<file path="config.mk">
export PLATFORM = sky130hd
export DESIGN_NAME = fifo_rr_arbiter
export DESIGN_NICKNAME = d
export VERILOG_FILES = /design/src/rtl/fifo_rr_arbiter_pkg.sv /design/src/rtl/rr_priority_picker.sv /design/src/rtl/fifo_rr_arbiter.sv
export SDC_FILE = /design/constraint.sdc
export NUM_CORES = 1
export LEC_CHECK = 0
export BUFFER_PORTS_ARGS = -buffer_cell sky130_fd_sc_hd__buf_2
export CORE_MARGIN = 2
export CORE_UTILIZATION = 25
export DETAILED_ROUTE_END_ITERATION = 12
export GPL_TIMING_DRIVEN = 0
export HOLD_SLACK_MARGIN = 0.05
export MAX_ROUTING_LAYER = met4
export PLACE_DENSITY = 0.55
export SETUP_SLACK_MARGIN = 0.4
export SLEW_MARGIN = 30
export SYNTH_ARGS = -nofsm -noshare
export SYNTH_HDL_FRONTEND = slang
export SYNTH_SLANG_ARGS = --single-unit
</file>
<file path="constraint.sdc">
create_clock -name clk -period 4.4 [get_ports clk]
set_input_delay 0 -clock clk [delete_from_list [all_inputs] [get_ports clk]]
set_output_delay 0 -clock clk [all_outputs]
set_load 0.03 [all_outputs]
</file>
<file path="src/rtl/fifo_rr_arbiter_pkg.sv">
// Shared definitions for the FIFO round-robin arbiter: FSM encoding and width helpers.
package fifo_rr_arbiter_pkg;

    typedef enum logic [0:0] {
        ST_IDLE  = 1'b0,
        ST_BURST = 1'b1
    } arb_state_e;

    // Index width that stays legal (>= 1 bit) even for a single entry.
    function automatic int unsigned idx_width(input int unsigned n);
        return (n > 1) ? $clog2(n) : 1;
    endfunction

    function automatic int unsigned cnt_width(input int unsigned max_count);
        return $clog2(max_count) + 1;
    endfunction

endpackage

</file>
<file path="src/rtl/rr_priority_picker.sv">
// Combinational round-robin picker: first set bit of req_i at or after ptr_i, wrapping.
module rr_priority_picker
    import fifo_rr_arbiter_pkg::*;
#(
    parameter  int NUM_REQ = 4,
    localparam int IDW     = idx_width(NUM_REQ)
) (
    input  logic [NUM_REQ-1:0] req_i,
    input  logic [IDW-1:0]     ptr_i,
    output logic               found_o,
    output logic [IDW-1:0]     idx_o
);

    // NOTE: every output gets a default before the loop so no latch is inferred.
    always_comb begin
        found_o = 1'b0;
        idx_o   = '0;
        for (int i = 0; i < NUM_REQ; i++) begin
            int k;
            k = int'(ptr_i) + i;
            if (k >= NUM_REQ) k = k - NUM_REQ;
            if (!found_o && req_i[k]) begin
                found_o = 1'b1;
                idx_o   = IDW'(k);
            end
        end
    end

endmodule

</file>
<file path="src/rtl/fifo_rr_arbiter.sv">
// Round-robin arbiter draining NUM_REQ show-ahead source FIFOs into one destination FIFO.
module fifo_rr_arbiter
    import fifo_rr_arbiter_pkg::*;
#(
    parameter  int NUM_REQ    = 4,
    parameter  int DATA_WIDTH = 8,
    parameter  int MAX_BURST  = 256,
    localparam int IDW        = idx_width(NUM_REQ),
    localparam int CNTW       = cnt_width(MAX_BURST)
) (
    input  logic                          clk,
    input  logic                          rst_n,
    input  logic [NUM_REQ-1:0]            req_empty_i,
    input  logic [NUM_REQ*DATA_WIDTH-1:0] req_data_i,
    input  logic [NUM_REQ-1:0]            req_last_i,
    output logic [NUM_REQ-1:0]            req_rd_o,
    input  logic                          dst_full_i,
    output logic [DATA_WIDTH-1:0]         dst_data_o,
    output logic                          dst_wr_o,
    output logic                          grant_valid_o,
    output logic [IDW-1:0]                grant_id_o,
    output logic [CNTW-1:0]               beat_cnt_o
);

    arb_state_e      state_q, state_d;
    logic [IDW-1:0]  grant_id_q, grant_id_d;
    logic [IDW-1:0]  rr_ptr_q, rr_ptr_d;
    logic [CNTW-1:0] beat_cnt_q, beat_cnt_d;

    logic            pick_found;
    logic [IDW-1:0]  pick_idx;
    logic            xfer;
    logic            grant_end;

    rr_priority_picker #(
        .NUM_REQ (NUM_REQ)
    ) u_picker (
        .req_i   (~req_empty_i),
        .ptr_i   (rr_ptr_q),
        .found_o (pick_found),
        .idx_o   (pick_idx)
    );

    // Strobes are gated by rst_n so nothing is popped or written during a reset cycle.
    assign xfer      = rst_n && (state_q == ST_BURST) && !req_empty_i[grant_id_q] && !dst_full_i;
    assign grant_end = req_last_i[grant_id_q] || (beat_cnt_q == CNTW'(MAX_BURST - 1));

    always_comb begin
        state_d    = state_q;
        grant_id_d = grant_id_q;
        rr_ptr_d   = rr_ptr_q;
        beat_cnt_d = beat_cnt_q;
        unique case (state_q)
            ST_IDLE: begin
                if (pick_found) begin
                    state_d    = ST_BURST;
                    grant_id_d = pick_idx;
                    beat_cnt_d = '0;
                end
            end
            ST_BURST: begin
                if (xfer) begin
                    beat_cnt_d = beat_cnt_q + 1'b1;
                    if (grant_end) begin
                        state_d  = ST_IDLE;
                        rr_ptr_d = (grant_id_q == IDW'(NUM_REQ - 1)) ? '0 : grant_id_q + 1'b1;
                    end
                end
            end
            default: state_d = ST_IDLE;
        endcase
    end

    // NOTE: state registers use non-blocking assignments; reset is sampled on the clock edge.
    always_ff @(posedge clk) begin
        if (!rst_n) begin
            state_q    <= ST_IDLE;
            grant_id_q <= '0;
            rr_ptr_q   <= '0;
            beat_cnt_q <= '0;
        end else begin
            state_q    <= state_d;
            grant_id_q <= grant_id_d;
            rr_ptr_q   <= rr_ptr_d;
            beat_cnt_q <= beat_cnt_d;
        end
    end

    always_comb begin
        req_rd_o = '0;
        if (xfer) req_rd_o[grant_id_q] = 1'b1;
    end

    assign dst_wr_o      = xfer;
    assign dst_data_o    = req_data_i[int'(grant_id_q) * DATA_WIDTH +: DATA_WIDTH];
    assign grant_valid_o = (state_q == ST_BURST);
    assign grant_id_o    = grant_id_q;
    assign beat_cnt_o    = beat_cnt_q;

endmodule

</file>
After elaboration in Yosys (flattened, before gate mapping)
Index checks and enable logic that the tools add are counted.
{"block": "word_totals", "register_bits": 14, "elab_cells": 85, "input_bits": 43, "output_inout_bits": 25}
{"block": "op_classes", "n_bitwise": 2, "shift": 1, "eq_ne": 4, "addsub": 9, "n_reduce_logical": 16, "order_cmp": 10, "mux": 39}
{"op": "$lt A32 B4 Y1 const B", "n": 4}
{"op": "$mux W32", "n": 4}
{"op": "$ge A32 B4 Y1 const B", "n": 3}
{"op": "$sub A32 B4 Y32 const B", "n": 3}
{"op": "$shiftx A32 B6 Y8", "n": 1}
{"op": "$mux W1", "n": 18}
{"op": "$mux W9", "n": 2}
{"op": "$pmux W9 S2", "n": 1}
{"op": "$bmux W1 S2", "n": 6}
{"op": "$mux W2", "n": 5}
{"op": "$add A9 B1 Y9 const B", "n": 1}
{"op": "$eq A9 B8 Y1 const B", "n": 1}
{"op": "$logic_and A1 B1 Y1", "n": 7}
{"op": "$add A2 B2 Y3 const B", "n": 2}
{"op": "$logic_not A1 Y1", "n": 5}
{"op": "$mux W4", "n": 1}
{"op": "$ne A2 B2 Y1 const B", "n": 2}
{"op": "$not A4 Y4", "n": 1}
{"op": "$reduce_and A2 Y1", "n": 2}
{"op": "$sub A2 B3 Y4 const B", "n": 1}
{"op": "$add A2 B1 Y3 const B", "n": 1}
{"op": "$ge A2 B3 Y1 const B", "n": 1}
{"op": "$lt A2 B3 Y1 const B", "n": 1}
{"op": "$reduce_and A3 Y1", "n": 1}
{"op": "7 further kinds", "n": 7}

Depth between registers and ports, before layout
{"block": "logic_depth", "depth_word": 17, "ltp_mapped": 9, "ltp_nobuf": 8}

Modules after synthesis
From an unflattened synthesis, not the netlist that was laid out.
{"block": "hier_totals", "hier_cells": 131, "hier_area_um2": 1179.9}
{"mod": "fifo_rr_arbiter", "cells_per_inst": 116, "n_inst": 1, "area_per_inst_um2": 1102.3, "seq_area_each_um2": 280.3}
{"mod": "rr_priority_picker", "cells_per_inst": 15, "n_inst": 1, "area_per_inst_um2": 77.6, "seq_area_each_um2": 0.0}

Worst setup path before layout
OpenSTA, ideal clock, no wires.
{"block": "synth_path", "path_type": "register -> register", "from": "register grant_id_q[0] (netlist: grant_id_o[0])", "to": "register beat_cnt_q[3] (netlist: beat_cnt_o[3])", "slack_ns": 2.000, "arrival_time_ns": 2.264, "stages_incl_launch_ff": 10, "path_buffers": 3, "period_less_slack_ns": 2.400, "setup_time_ns": 0.136, "required_time_ns": 4.264, "cell_sequence": "dfxtp_1 > buf_6 > mux4_2 > or3_1 > buf_2 > inv_1 > buf_2 > nand4_1 > nand4_1 > o21ai_0"}
{"block": "synth_via", "elab_chain_cells": 7}
{"item": "start, declared", "line_no": "fifo_rr_arbiter.sv:26", "text": "logic [IDW-1:0] grant_id_q, grant_id_d;"}
{"item": "start signal, assigned", "line_no": "fifo_rr_arbiter.sv:83", "text": "grant_id_q <= grant_id_d;"}
{"item": "$bmux W1 S2", "line_no": "fifo_rr_arbiter.sv:45", "text": "assign xfer = rst_n && (state_q == ST_BURST) && !req_empty_i[grant_id_q] && !dst_full_i;"}
{"item": "$mux W1 (implied by the code)", "line_no": "fifo_rr_arbiter.sv:45"}
{"item": "$logic_not A1 Y1", "line_no": "fifo_rr_arbiter.sv:45"}
{"item": "$logic_and A1 B1 Y1 (2 in series)", "line_no": "fifo_rr_arbiter.sv:45"}
{"item": "net dst_wr_o", "line_no": "fifo_rr_arbiter.sv:19", "text": "output logic dst_wr_o,"}
{"item": "$ne A2 B2 Y1 (no line)"}
{"item": "$reduce_and A2 Y1 (no line)"}
{"item": "end signal, assigned", "line_no": "fifo_rr_arbiter.sv:85", "text": "beat_cnt_q <= beat_cnt_d;"}
{"item": "end, declared", "line_no": "fifo_rr_arbiter.sv:28", "text": "logic [CNTW-1:0] beat_cnt_q, beat_cnt_d;"}
The timed path passes the listed nets, and every way through them passes these cells. The select of a mux whose other input is x is not followed.
A chain may end at the register's enable or synchronous reset.

Worst setup path in the final report
{"block": "layout_path", "from": "register grant_id_q[0] (netlist: grant_id_o[0])", "to": "output port req_rd_o[0]"}
{"block": "layout_via", "elab_chain_cells": 6, "elab_cells_between_ends": 11, "cone_classes": "2 x order compare; 5 x mux; 4 x reduce/logical"}
{"item": "parallel branches: the longest is 5 deep, another holds $lt A2 B3 Y1"}
{"item": "$mux W4 (*)", "line_no": "fifo_rr_arbiter.sv:91", "text": "if (xfer) req_rd_o[grant_id_q] = 1'b1;"}
{"item": "end, declared", "line_no": "fifo_rr_arbiter.sv:16", "text": "output logic [NUM_REQ-1:0] req_rd_o,"}
Mark *: on every way between the ends. The select of a mux whose other input is x is not followed.

==> flow_metrics.tcl <==
set metrics [dict create \
    status "complete, no violations" \
    tritoncts "done" \
    io_pins 68 \
    worstSetupPathType "reg -> out" \
    wl_per_cell_um 12.9 \
    comb_power_share_pct 32.4 \
    core_um2 3940 \
    io_buffers 67 \
    grt-ovfl-total 0 \
    synthArstFlopShare_pct 0 \
    cts_root_buffer "clkbuf_8" \
    synth.cell_area_um2 1010 \
    synth_flop_cell "dfxtp_1" \
    r2r_start "grant_id_o[0]" \
    yosysUniqueCellTypes 33 \
    dieArea_um2 4550 \
    cts_resized 0 \
    crit-reg2reg-capture "beat_cnt_o[5]" \
    relSlewSlack_pct 55.3 \
    syn-num-nets 160 \
    crit_family "buffers and inverters" \
    switching_share_pct 32.1 \
    via_per_inst 4.89 \
    rsz0062_at_grt "false" \
    pre_cts_slack_ns 2.15 \
    min_from "rst_n" \
    crit_arrival_ns 2.41 \
    finalHoldViolCount 0 \
    gp_congestion 0.801 \
    synth_edf_count 0 \
    h-tree-depth 1 \
    clkTransAtPathRegs_ns 0.06 \
    grt_pass1_vias 1042 \
    ys_seq_area_share_pct 27.8 \
    vdd_drop_max_uv 184 \
    ys_ff_latch 14 \
    leakage_uw 0.000651 \
    drt-total-wl_um 2980 \
    setup_viol 0 \
    dp_hpwl_um 2480 \
    drc 0 \
    cts_setup_buffers 0 \
    clock_latency_ns 0.24 \
    cp_data_required_time_ns 4.40 \
    ant_nets 0 \
    final_nets 232 \
    antenna_found_initial 0 \
    postSynthCellCount 111 \
    vias 1130 \
    p_seq_share_pct 38.5 \
    syn_avg_cell_area_um2 9.07 \
    hold_class "in -> reg" \
    placed_area_um2 1410 \
    numCtsBuffers 3 \
    cts_hold_buf 0 \
    final_common_cell "buf_2" \
    drt-initial-drc-count 24 \
    crit_path_frequent_cell "buf_2" \
    drtPass1Iterations 4 \
    final.setup.tns_ns 0 \
    final_cell_mix "buf_2 (69), dfxtp_1 (14), nand2_1 (13), mux4_2 (9), inv_1 (8)" \
    slowest_stage "mux4_2" \
    ys_warn_count 0 \
    rows 23 \
    internal_power_uw 240 \
    min_period_over_period_pct 54.8 \
    crit_fanout 10 \
    utilization_pct 36.7 \
    period_needed_ns 2.41 \
    cp-end-kind "output pin" \
    cts_buffer_depth 2 \
    power.density_nw_per_um2 245 \
    drive_gt1_share_pct 45.9 \
    die_x_um 67.5 \
    hold_path_depth 3 \
    switchingPower_uw 114 \
    grt_usage_pct 13.1 \
    cp.buffers_inverters 5 \
    crit_path_max_incr_delay_ns 0.52 \
    grt_max_degree 11 \
    layout_setup_ws_ns 1.99 \
    syn2layout_area_growth_pct 43.6 \
    drv_slew 0 \
    crit_chain "buf_6, mux4_2, or3_1, buf_2, inv_1, buf_2, and2_1, buf_2" \
    crit_path_start_kind "flop" \
    holdPathEnd "rr_ptr_q[0]" \
    start_util_pct 25.5 \
    fp.dieH_um 67.5 \
    reg2reg_slack_ns 2.14 \
    finClkSkew_ns 0.00439 \
    ff2ff_path_depth 7 \
    cts.sinks 14 \
    n_antenna_cell 0 \
    clock.fmax_mhz 415 \
    design_area_um2 1450 \
    tightestPinTransition_ns 0.670 \
    cap_violations 0 \
    grt_pass1_wl_um 4450 \
    pwr-share-clk_pct 29.1 \
]
[worst register-to-register path, cell delays in order, from the launching register on]
cell and delay (ns):
dfxtp_1 0.40, buf_6 0.16, mux4_2 0.52, or3_1 0.31, buf_2 0.16, or3_1 0.39
xor2_1 0.18, nor2_2 0.04
[registers in the layout, indices dropped and copies added, names as in the netlist]
register and cells:
rr_ptr_q 2, beat_cnt_o 9, grant_valid_o 1, grant_id_o 2
[layer usage]
metal | vias up | global-route usage, % | wire [µm] | part of all wire, %
li1 | 556 | - | - | -
met1 | 508 | 14.5 | 1320 | 44
met2 | 66 | 23.2 | 1300 | 43
met3 | 0 | 4.17 | 365 | 12
met4 | 0 | 2.30 | 0 | 0
met5 | - | - | 0 | 0
[synthesized netlist by cell type (2+ instances only)]
library cell	n	share of area [%]
nand2b_1	2	1.2
nand2_1	13	4.8
nand3_1	4	2.0
a41oi_1	2	1.7
nand4_1	5	3.1
o22ai_1	2	1.2
o21ai_0	7	3.5
mux4_2	9	20
buf_2	2	0.99
a21oi_1	6	3.0
clkbuf_1	2	0.75
ha_1	6	7.5
or3_1	2	1.2
xor2_1	2	1.7
nor2_1	6	2.2
inv_1	8	3.0
and2_1	4	2.5
dfxtp_1	14	28
[power groups by stage]
stage,clock network [µW],registers (µW),logic (µW)
after floorplan,0,144,68.2
after global placement,0,139,115
after detailed placement,0,139,116
after CTS,107,136,116
after global routing,112,137,126
final,103,136,115
[worst max-delay path by stage]
stage	to	cells past startpoint	slack, ns	start
global route	req_rd_o[0]	8	1.85	grant_id_o[0]
global placement	beat_cnt_o[5]	7	2.15	grant_id_o[0]
floorplan	beat_cnt_o[3]	9	2.00	grant_id_o[0]
CTS	req_rd_o[0]	8	1.96	grant_id_o[0]
detailed placement	beat_cnt_o[5]	7	2.15	grant_id_o[0]
finish	req_rd_o[0]	8	1.99	grant_id_o[0]
[kinds of logic after synthesis]
family                     Yosys count  share of synthesized area, %
buffers and inverters               14                          6.21
adders and majority gates            6                          7.45
DFF                                 14                          27.8
AOI/OAI and AO/OA                   23                          14.0
and+or+nand+nor                     42                          21.7
xor gates and xnor gates             3                          2.61
muxes                                9                          20.1
[final cells by class]
| type | count | area [µm²] |
|---|---|---|
| fill | 438 | 2500 |
| multi-input combinational | 83 | 664 |
| timing repair buffer | 67 | 335 |
| sequential | 14 | 280 |
| tap | 50 | 62.6 |
| clock buffer | 3 | 41.3 |
| buffer | 6 | 32.5 |
| inverter | 8 | 30.0 |
[metrics by stage]
stage                     power, µW  std cells  hold WS, ns
after floorplan                 212        111        0.148
after global placement          254        228        0.331
after detailed placement        255        228        0.338
after CTS                       359        231       0.0792
after global routing            376        231        0.123
final                           354        231       0.0853
No activity file was read; power rests on OpenSTA's default activity.
